<file path="src/rtl/gcd_unit_arbiter.sv">
// Shares one GCD unit among p_nreqs requesters with round-robin issue
// and an in-order tag FIFO that steers each result to its requester.
//
// Ports:
//   clk, reset        clock and asynchronous active-low reset
//   req_val/rdy/msg   per-requester request streams, msg {a,b} 32b each
//   resp_val/rdy      per-requester result handshake
//   resp_msg          16b result, broadcast to all requesters
//   gcd_req_*         istream of the shared GCD unit
//   gcd_resp_*        ostream of the shared GCD unit
//   occupancy         tags currently in flight
//   err_orphan        sticky: GCD result arrived with no tag outstanding
module gcd_unit_arbiter #(
  parameter  int p_nreqs = 4,
  parameter  int p_ntags = 2,
  localparam int TW = (p_nreqs > 1) ? $clog2(p_nreqs) : 1,
  localparam int PW = (p_ntags > 1) ? $clog2(p_ntags) : 1,
  localparam int OW = $clog2(p_ntags + 1)
) (
  input  logic                   clk,
  input  logic                   reset,
  input  logic [p_nreqs-1:0]     req_val,
  output logic [p_nreqs-1:0]     req_rdy,
  input  logic [32*p_nreqs-1:0]  req_msg,
  output logic [p_nreqs-1:0]     resp_val,
  input  logic [p_nreqs-1:0]     resp_rdy,
  output logic [15:0]            resp_msg,
  output logic                   gcd_req_val,
  input  logic                   gcd_req_rdy,
  output logic [31:0]            gcd_req_msg,
  input  logic                   gcd_resp_val,
  output logic                   gcd_resp_rdy,
  input  logic [15:0]            gcd_resp_msg,
  output logic [OW-1:0]          occupancy,
  output logic                   err_orphan
);

  logic [TW-1:0] rr_q, rr_d;
  logic [PW-1:0] wr_q, wr_d;
  logic [PW-1:0] rd_q, rd_d;
  logic [OW-1:0] occ_q, occ_d;
  logic          err_q, err_d;
  logic [TW-1:0] tags_q [p_ntags];

  logic [p_nreqs-1:0] grant;
  logic [TW-1:0]      gidx;
  logic               found;
  logic               full;
  logic               empty;
  logic [TW-1:0]      head;
  logic               issue;
  logic               pop;

  function automatic logic [PW-1:0] ptr_inc(
    input logic [PW-1:0] p
  );
    if (p == PW'(p_ntags - 1)) begin
      return '0;
    end
    return p + 1'b1;
  endfunction

  // First valid requester scanning upward from rr_q with wrap.
  always_comb begin
    gidx  = '0;
    found = 1'b0;
    for (int k = 0; k < p_nreqs; k++) begin
      if (!found &&
          req_val[(int'(rr_q) + k) % p_nreqs]) begin
        found = 1'b1;
        gidx  = TW'((int'(rr_q) + k) % p_nreqs);
      end
    end
  end

  assign grant = found ? (p_nreqs'(1) << gidx) : '0;

  assign full  = (occ_q == OW'(p_ntags));
  assign empty = (occ_q == '0);
  assign head  = tags_q[rd_q];

  // Outputs are gated by reset so every val/rdy is 0 while it is held.
  assign gcd_req_val = reset && (|req_val) && !full;
  assign gcd_req_msg = req_msg[32*gidx +: 32];

  assign req_rdy = (reset && gcd_req_rdy && !full) ?
                   grant : '0;

  assign resp_val = (reset && gcd_resp_val && !empty) ?
                    (p_nreqs'(1) << head) : '0;

  assign gcd_resp_rdy = reset && !empty && resp_rdy[head];
  assign resp_msg     = gcd_resp_msg;

  assign issue = gcd_req_val && gcd_req_rdy;
  assign pop   = gcd_resp_val && gcd_resp_rdy;

  always_comb begin
    rr_d  = rr_q;
    wr_d  = wr_q;
    rd_d  = rd_q;
    occ_d = occ_q;
    err_d = err_q;
    if (issue) begin
      rr_d = (gidx == TW'(p_nreqs - 1)) ? '0 : gidx + 1'b1;
      wr_d = ptr_inc(wr_q);
    end
    if (pop) begin
      rd_d = ptr_inc(rd_q);
    end
    unique case (1'b1)
      issue && !pop: occ_d = occ_q + 1'b1;
      pop && !issue: occ_d = occ_q - 1'b1;
      default:       occ_d = occ_q;
    endcase
    if (gcd_resp_val && empty) begin
      err_d = 1'b1;
    end
  end

  always_ff @(posedge clk or negedge reset) begin
    if (!reset) begin
      rr_q  <= '0;
      wr_q  <= '0;
      rd_q  <= '0;
      occ_q <= '0;
      err_q <= 1'b0;
    end else begin
      rr_q  <= rr_d;
      wr_q  <= wr_d;
      rd_q  <= rd_d;
      occ_q <= occ_d;
      err_q <= err_d;
    end
  end

  // Tag storage needs no reset: entries are only read when occupied.
  always_ff @(posedge clk) begin
    if (issue) begin
      tags_q[wr_q] <= gidx;
    end
  end

  assign occupancy  = occ_q;
  assign err_orphan = err_q;

endmodule
</file>
<file path="config.mk">
export PLATFORM = sky130hd
export DESIGN_NAME = gcd_unit_arbiter
export DESIGN_NICKNAME = d
export VERILOG_FILES = /design/src/rtl/gcd_unit_arbiter.sv
export SDC_FILE = /design/constraint.sdc
export NUM_CORES = 1
export LEC_CHECK = 0
export ABC_AREA = 1
export CAP_MARGIN = 20
export CORE_ASPECT_RATIO = 2
export CORE_UTILIZATION = 33
export CTS_BUF_LIST = sky130_fd_sc_hd__clkbuf_16
export CTS_CLUSTER_SIZE = 28
export DETAILED_ROUTE_END_ITERATION = 10
export GPL_TIMING_DRIVEN = 1
export PLACE_DENSITY_LB_ADDON = 0.25
export SLEW_MARGIN = 20
export SYNTH_ARGS = -nofsm -noshare
export SYNTH_HDL_FRONTEND = slang
export SYNTH_SLANG_ARGS = --single-unit
</file>
<file path="constraint.sdc">
create_clock -name clk -period 3.9 [get_ports clk]
set_clock_uncertainty 0.2 [all_clocks]
set_input_delay 1.17 -clock clk [delete_from_list [all_inputs] [get_ports clk]]
set_output_delay 1.17 -clock clk [all_outputs]
set_load 0.02 [all_outputs]
</file>
# Word level (Yosys, flattened, before mapping)
# Memories as Yosys holds them, arrays and structs flattened.
# Index checks and enable logic that the tools add are counted.
classes:
  addsub: 8
  magnitude_cmp: 5
  eq_ne: 2
  n_shift: 3
  muxes: 36
  bitwise_logic: 3
  n_reduce_logical: 29
ops:
  columns: ["operator", "count"]
  rows:
  - ["128-bit by 8-bit indexed part select with 32-bit output", 1]
  - ["1-bit two-way mux", 22]
  - ["1-bit logical AND", 16]
  - ["3-bit by 4-bit less-than comparator with 1-bit output (second input constant)", 3]
  - ["4-bit two-way mux", 3]
  - ["1-bit binary-select mux with 2-bit select", 5]
  - ["2-bit two-way mux", 5]
  - ["1-bit by 2-bit << shifter with 4-bit output (first input constant)", 2]
  - ["1-bit zero test", 7]
  - ["2-bit by 1-bit adder with 2-bit output (second input constant)", 3]
  - ["2-bit by 3-bit less-than comparator with 1-bit output (second input constant)", 2]
  - ["2-bit OR reduction", 3]
  - ["2-bit adder (second input constant)", 2]
  - ["2-bit == test (second input constant)", 2]
  - ["2-bit one-hot mux with 2 select lines", 1]
  - ["4-bit OR reduction", 1]
  - ["1-bit bitwise AND (first input constant)", 3]
  - ["1-bit adder (second input constant)", 2]
  - ["2-bit zero test", 1]
  - ["2-bit nonzero test", 1]
  - ["2-bit by 1-bit subtractor with 2-bit output (second input constant)", 1]
totals:
  reg_bits: 7
  ramBits: 4
  n_memories: 1
memory_table:
  columns: ["name", "depth", "word_bits", "rd", "rd_clocked_by_memory_dff", "write_ports", "line_no", "rtl"]
  rows:
  - ["tags_q", 2, 2, 1, 0, 1, "43", "logic [TW-1:0] tags_q [p_ntags];"]

# Longest topological paths before layout
logic_depth:
  ltp_word: 17
  depth_mapped: 14
  ltp_nobuf: 13

# Least setup slack after synthesis
# No wires, ideal clock.
synth_timing:
  path_type: "input -> output"
  start: "input port req_val[1]"
  end: "output port req_rdy[0]"
  t_arrival_ns: 2.612
  path_slack_ns: -0.082
  path_stages: 5
  path_buffers: 1
  cell_sequence: "inv_1 -> a41oi_1 -> nand2_1 -> clkbuf_1 -> nor3_1"
synth_via:
  elab_chain_cells: 15
  word_cells_on_any_way: 28
synth_lines:
  columns: ["element", "line_no", "rtl"]
  rows:
  - ["start: declaration", "22", "input logic [p_nreqs-1:0] req_val,"]
  - ["1-bit binary-select mux with 2-bit select", "69", "req_val[(int'(rr_q) + k) % p_nreqs]) begin"]
  - ["1-bit two-way mux (not written as such)", "69", null]
  - ["1-bit two-way mux", "68", "if (!found &&"]
  - ["1-bit zero test", "68", null]
  - ["1-bit logical AND", "68", null]
  - ["1-bit two-way mux", "68", null]
  - ["1-bit zero test", "68", null]
  - ["1-bit logical AND", "68", null]
  - ["1-bit two-way mux", "68", null]
  - ["1-bit zero test", "68", null]
  - ["1-bit logical AND", "68", null]
  - ["2-bit two-way mux", "68", null]
  - ["1-bit by 2-bit << shifter with 4-bit output", "76", "assign grant = found ? (p_nreqs'(1) << gidx) : '0;"]
  - ["4-bit two-way mux *", "76", null]
  - ["4-bit two-way mux *", "86", "assign req_rdy = (reset && gcd_req_rdy && !full) ?"]
  - ["end: declaration", "23", "output logic [p_nreqs-1:0] req_rdy,"]
# Every way passes the cells marked *; elsewhere a longest branch is shown, timed or not. The select of a mux whose other input is x is not followed.

# Final worst setup path
layout_timing:
  start: "input port req_val[2]"
  end: "output port gcd_req_msg[25]"
layout_via:
  elab_chain_cells: 13
  word_cells_on_any_way: 25
layout_lines:
  columns: ["element", "line_no", "rtl"]
  rows:
  - ["1-bit binary-select mux with 2-bit select", "69", null]
  - ["1-bit two-way mux (not written as such)", "69", null]
  - ["1-bit two-way mux", "68", null]
  - ["1-bit zero test", "68", null]
  - ["1-bit logical AND", "68", null]
  - ["1-bit two-way mux", "68", null]
  - ["1-bit zero test", "68", null]
  - ["1-bit logical AND", "68", null]
  - ["1-bit two-way mux", "68", null]
  - ["1-bit zero test", "68", null]
  - ["1-bit logical AND", "68", null]
  - ["2-bit two-way mux *", "68", null]
  - ["128-bit by 8-bit indexed part select with 32-bit output *", "84", "assign gcd_req_msg = req_msg[32*gidx +: 32];"]
  - ["end: declaration", "30", "output logic [31:0] gcd_req_msg,"]
# Marks and branches as above.

==> summary.txt <==
Outcome
  • Outcome: finished with violations
  • Failing checks: negative setup slack

Detailed routing
  • Post-Route WL: 15,200 um
  • Initial DRC Count: 256
  • Vias/cell: 5.37
  • WL/cell: 18.9 um
  • DR pass1 iterations: 5
  • # DRC: 0
  • Via count of the routed design: 4,328
  • Routed Antenna Nets: 0

CTS
  • CTS tree: built
  • Clock transition at path regs: 0.04 ns
  • H-tree depth: 1
  • Clock Latency Late Sink: 0.24 ns
  • Clock root cell: clkbuf_16
  • Clock sinks: 11
  • Post-CTS Hold Fix Bufs: 0
  • Num CTS Buffers: 3
  • Max clock buf depth: 2

Floorplanning
  • Die Y: 125 um
  • Die X: 63.4 um
  • Die area: 0.00791 mm2
  • Core box area: 0.00727 mm2
  • Initial Utilization: 34.2%
  • I/O pins: 217
  • Site row count: 44

Setup path
  • Max incr delay on CP: 0.16 ns
  • CP Max Fanout: 8
  • Most frequent CP cell: nand2_4
  • Crit path DAT: 2.81 ns
  • CP Class: input pin to output port
  • Crit. End Element: output port
  • Critical-path top delay cell: nor2_4
  • Startpoint Class: input pin
  • CP Data Required Time: 2.53 ns
  • Crit path cell chain: buf_8 -> inv_6 -> nand2_4 -> nand3_4 -> nand2_4 -> nor2_4 -> nand3_2 -> nand2_4 -> nand2_8 -> buf_12 -> buf_16 -> buf_6 -> nand2_2 -> nand3_2 -> nand2_2 -> buf_6

STA
  • Worst rel slew slack: 73.4%
  • Final worst slack: -0.281 ns
  • Slew @ Worst Pin: 0.399 ns
  • Fmax: 239 MHz
  • TNS Setup: -7.36 ns
  • Minimum clock period: 4.18 ns
  • Final period util: 107%
  • Final hold vios: 0
  • RSZ-0062 raised after global routing: yes
  • Final slew viol count: 0
  • Final setup vio count: 36
  • Hold_ws: 0.250 ns

Global routing
  • Initial antenna violation count: 0
  • Maximum number of pins on one net before global-route repair: 34
  • GRT Overall Usage: 33.1%
  • GR Overflow Total: 0
  • Number of global-route vias before repair: 4,334
  • First-pass GRT wire length: 20,600 um

Finish
  • Fin util: 86.5%
  • N_diodes: 0
  • Number of non-filler instances in the completed layout: 806
  • Layout cells sized above 1: 42.9%
  • Layout Nets: 874
  • Area grow syn2layout: 153%
  • Fill count: 369

Synth
  • Largest family of logic cells by synthesized area: simple AND/OR/NAND/NOR gates
  • #FFs+latches synth: 11
  • XOR/XNOR Fraction of Synth Area: 1.06%
  • Yosys warnings: 0
  • Synth top cells by count: nand2_1 (200), nand3_1 (102), inv_1 (81), buf_4 (25), buf_2 (15)
  • Simple-gate share of the synthesized area: 56.8%
  • Area share of the largest cell type after synthesis: 30.2%
  • Synth area leaders: nand2_1 (30%), nand3_1 (21%), inv_1 (12%)
  • Synth cell types: 27
  • Multiplexer area fraction after synthesis: 0%
  • Largest area contributor in the netlist: nand2_1
  • Number of synthesized flops with an enable pin: 4
  • Post-synthesis async set-or-reset flop share: 63.6%
  • Most frequent cell after synthesis: nand2_1
  • Primary FF master, synth: dfrtp_1
  • Post-Syn Area: 0.00249 mm2
  • Adder-cell share of the synthesized area: 1.51%
  • Syn Inst Count: 491
  • Avg Cell Area, Syn: 5.06 um2
  • Syn_nets: 650
  • Register area share after synthesis: 11.9%
  • Post-synthesis compound-gate area fraction: 3.57%

Placement
  • DP Wirelength: 7760 um
  • Buffers on Ports: 184
  • Cells after DPL: 746
  • RD Place Congestion: 0.922

Flow run
  • Max-cap check violation count: 0

Min path
  • Hold crit path type: flip-flop to flip-flop
==> cell families after synthesis <==
family | Yosys count
AND/OR/NAND/NOR | 330
XOR/XNOR | 3
adder cells (fa/ha/maj) | 3
flip-flops | 11
AO/OA/AOI/OAI | 15
buffers and inverters | 129
==> registers in the layout, summed over array words and instances, names as in the netlist <==
| signal | flops |
|---|---|
| rr_q | 2 |
| wr_q | 1 |
| rd_q | 1 |
| tags_q | 4 |
| occupancy | 2 |
| err_orphan | 1 |
==> metal layers <==
layer	share of wire (%)	track usage, %
met1	31	30.5
met2	55	64.8
met3	6.7	5.68
met4	7.5	18.2
met5	0	0
==> final timing paths <==
| check | from | endpoint | slack (ns) | cells after the start |
|---|---|---|---|---|
| setup / recovery | req_val[2] | gcd_req_msg[25] | -0.28 | 16 |
| hold / removal | err_orphan$_DFFE_PN0P_ | err_orphan$_DFFE_PN0P_ | 0.25 | 1 |
| setup reg to reg | rr_q[0]$_DFFE_PN0P_ | rr_q[1]$_DFFE_PN0P_ | 1.23 | 14 |
| hold reg to reg | err_orphan$_DFFE_PN0P_ | err_orphan$_DFFE_PN0P_ | 0.25 | 1 |
| max in group asynchronous | reset | rd_q$_DFFE_PN0P_ | 2.26 | 3 |
| min in group asynchronous | reset | occupancy[1]$_DFFE_PN0P_ | 1.11 | 3 |
==> stage by stage <==
step	cell area [um2]	setup WS [ns]
finish	6290	-0.281
global placement	4360	-1.00
detailed placement	4360	-1.06
floorplan	2490	-0.0825
global route	6290	-0.364
CTS	5990	-0.202
==> final cells by class <==
| cell class | instances | area (um2) | share of cell area [%] |
|---|---|---|---|
| repair buffers | 264 | 3050 | 48.5 |
| multi-input cells | 351 | 2400 | 38.2 |
| inverters | 84 | 348 | 5.53 |
| flip-flops and latches | 11 | 295 | 4.70 |
| well taps | 92 | 115 | 1.83 |
| clock buffers | 3 | 75.1 | 1.19 |
| clock inverters | 1 | 3.75 | 0.0597 |
==> placed cells by master (no fill, tap or decap), types with 3 or more instances in the layout <==
cell             synthesis  final
buf_2                   15      5
nand3_2                  2     35
clkbuf_16                0      7
nor2_1                  14     12
buf_8                    0      4
buf_12                   0     19
nand3_1                102     60
nand3_4                  0      9
nand2_2                  5     74
nand2_1                200     93
clkdlybuf4s50_1          0    138
edfxtp_1                 4      4
buf_4                   25     30
inv_6                    0      4
inv_2                    3      3
nor2_4                   1      3
a21oi_1                  4      3
buf_16                   0     10
buf_6                    4     53
dfrtp_1                  7      7
inv_1                   81     76
o21ai_0                  7      6
nand2_4                  0     37
==> what timing repair did <==
item | in CTS | in global routing
pin swaps | 51 | 36
gates resized for setup | 458 | 92
gates cloned | 17 | 4
buffers inserted | 33 | 11
setup endpoints to repair | 42 | 42
==> worst max-delay path, delay by kind of cell <==
kind | cells | cell delay [ns]
buffers and inverters | 6 | 0.67
AND/OR/NAND/NOR | 10 | 0.95
Power is left out: the tool's default activity adds up to more than one toggle a clock period on the data nets, which glitch-free logic cannot reach.
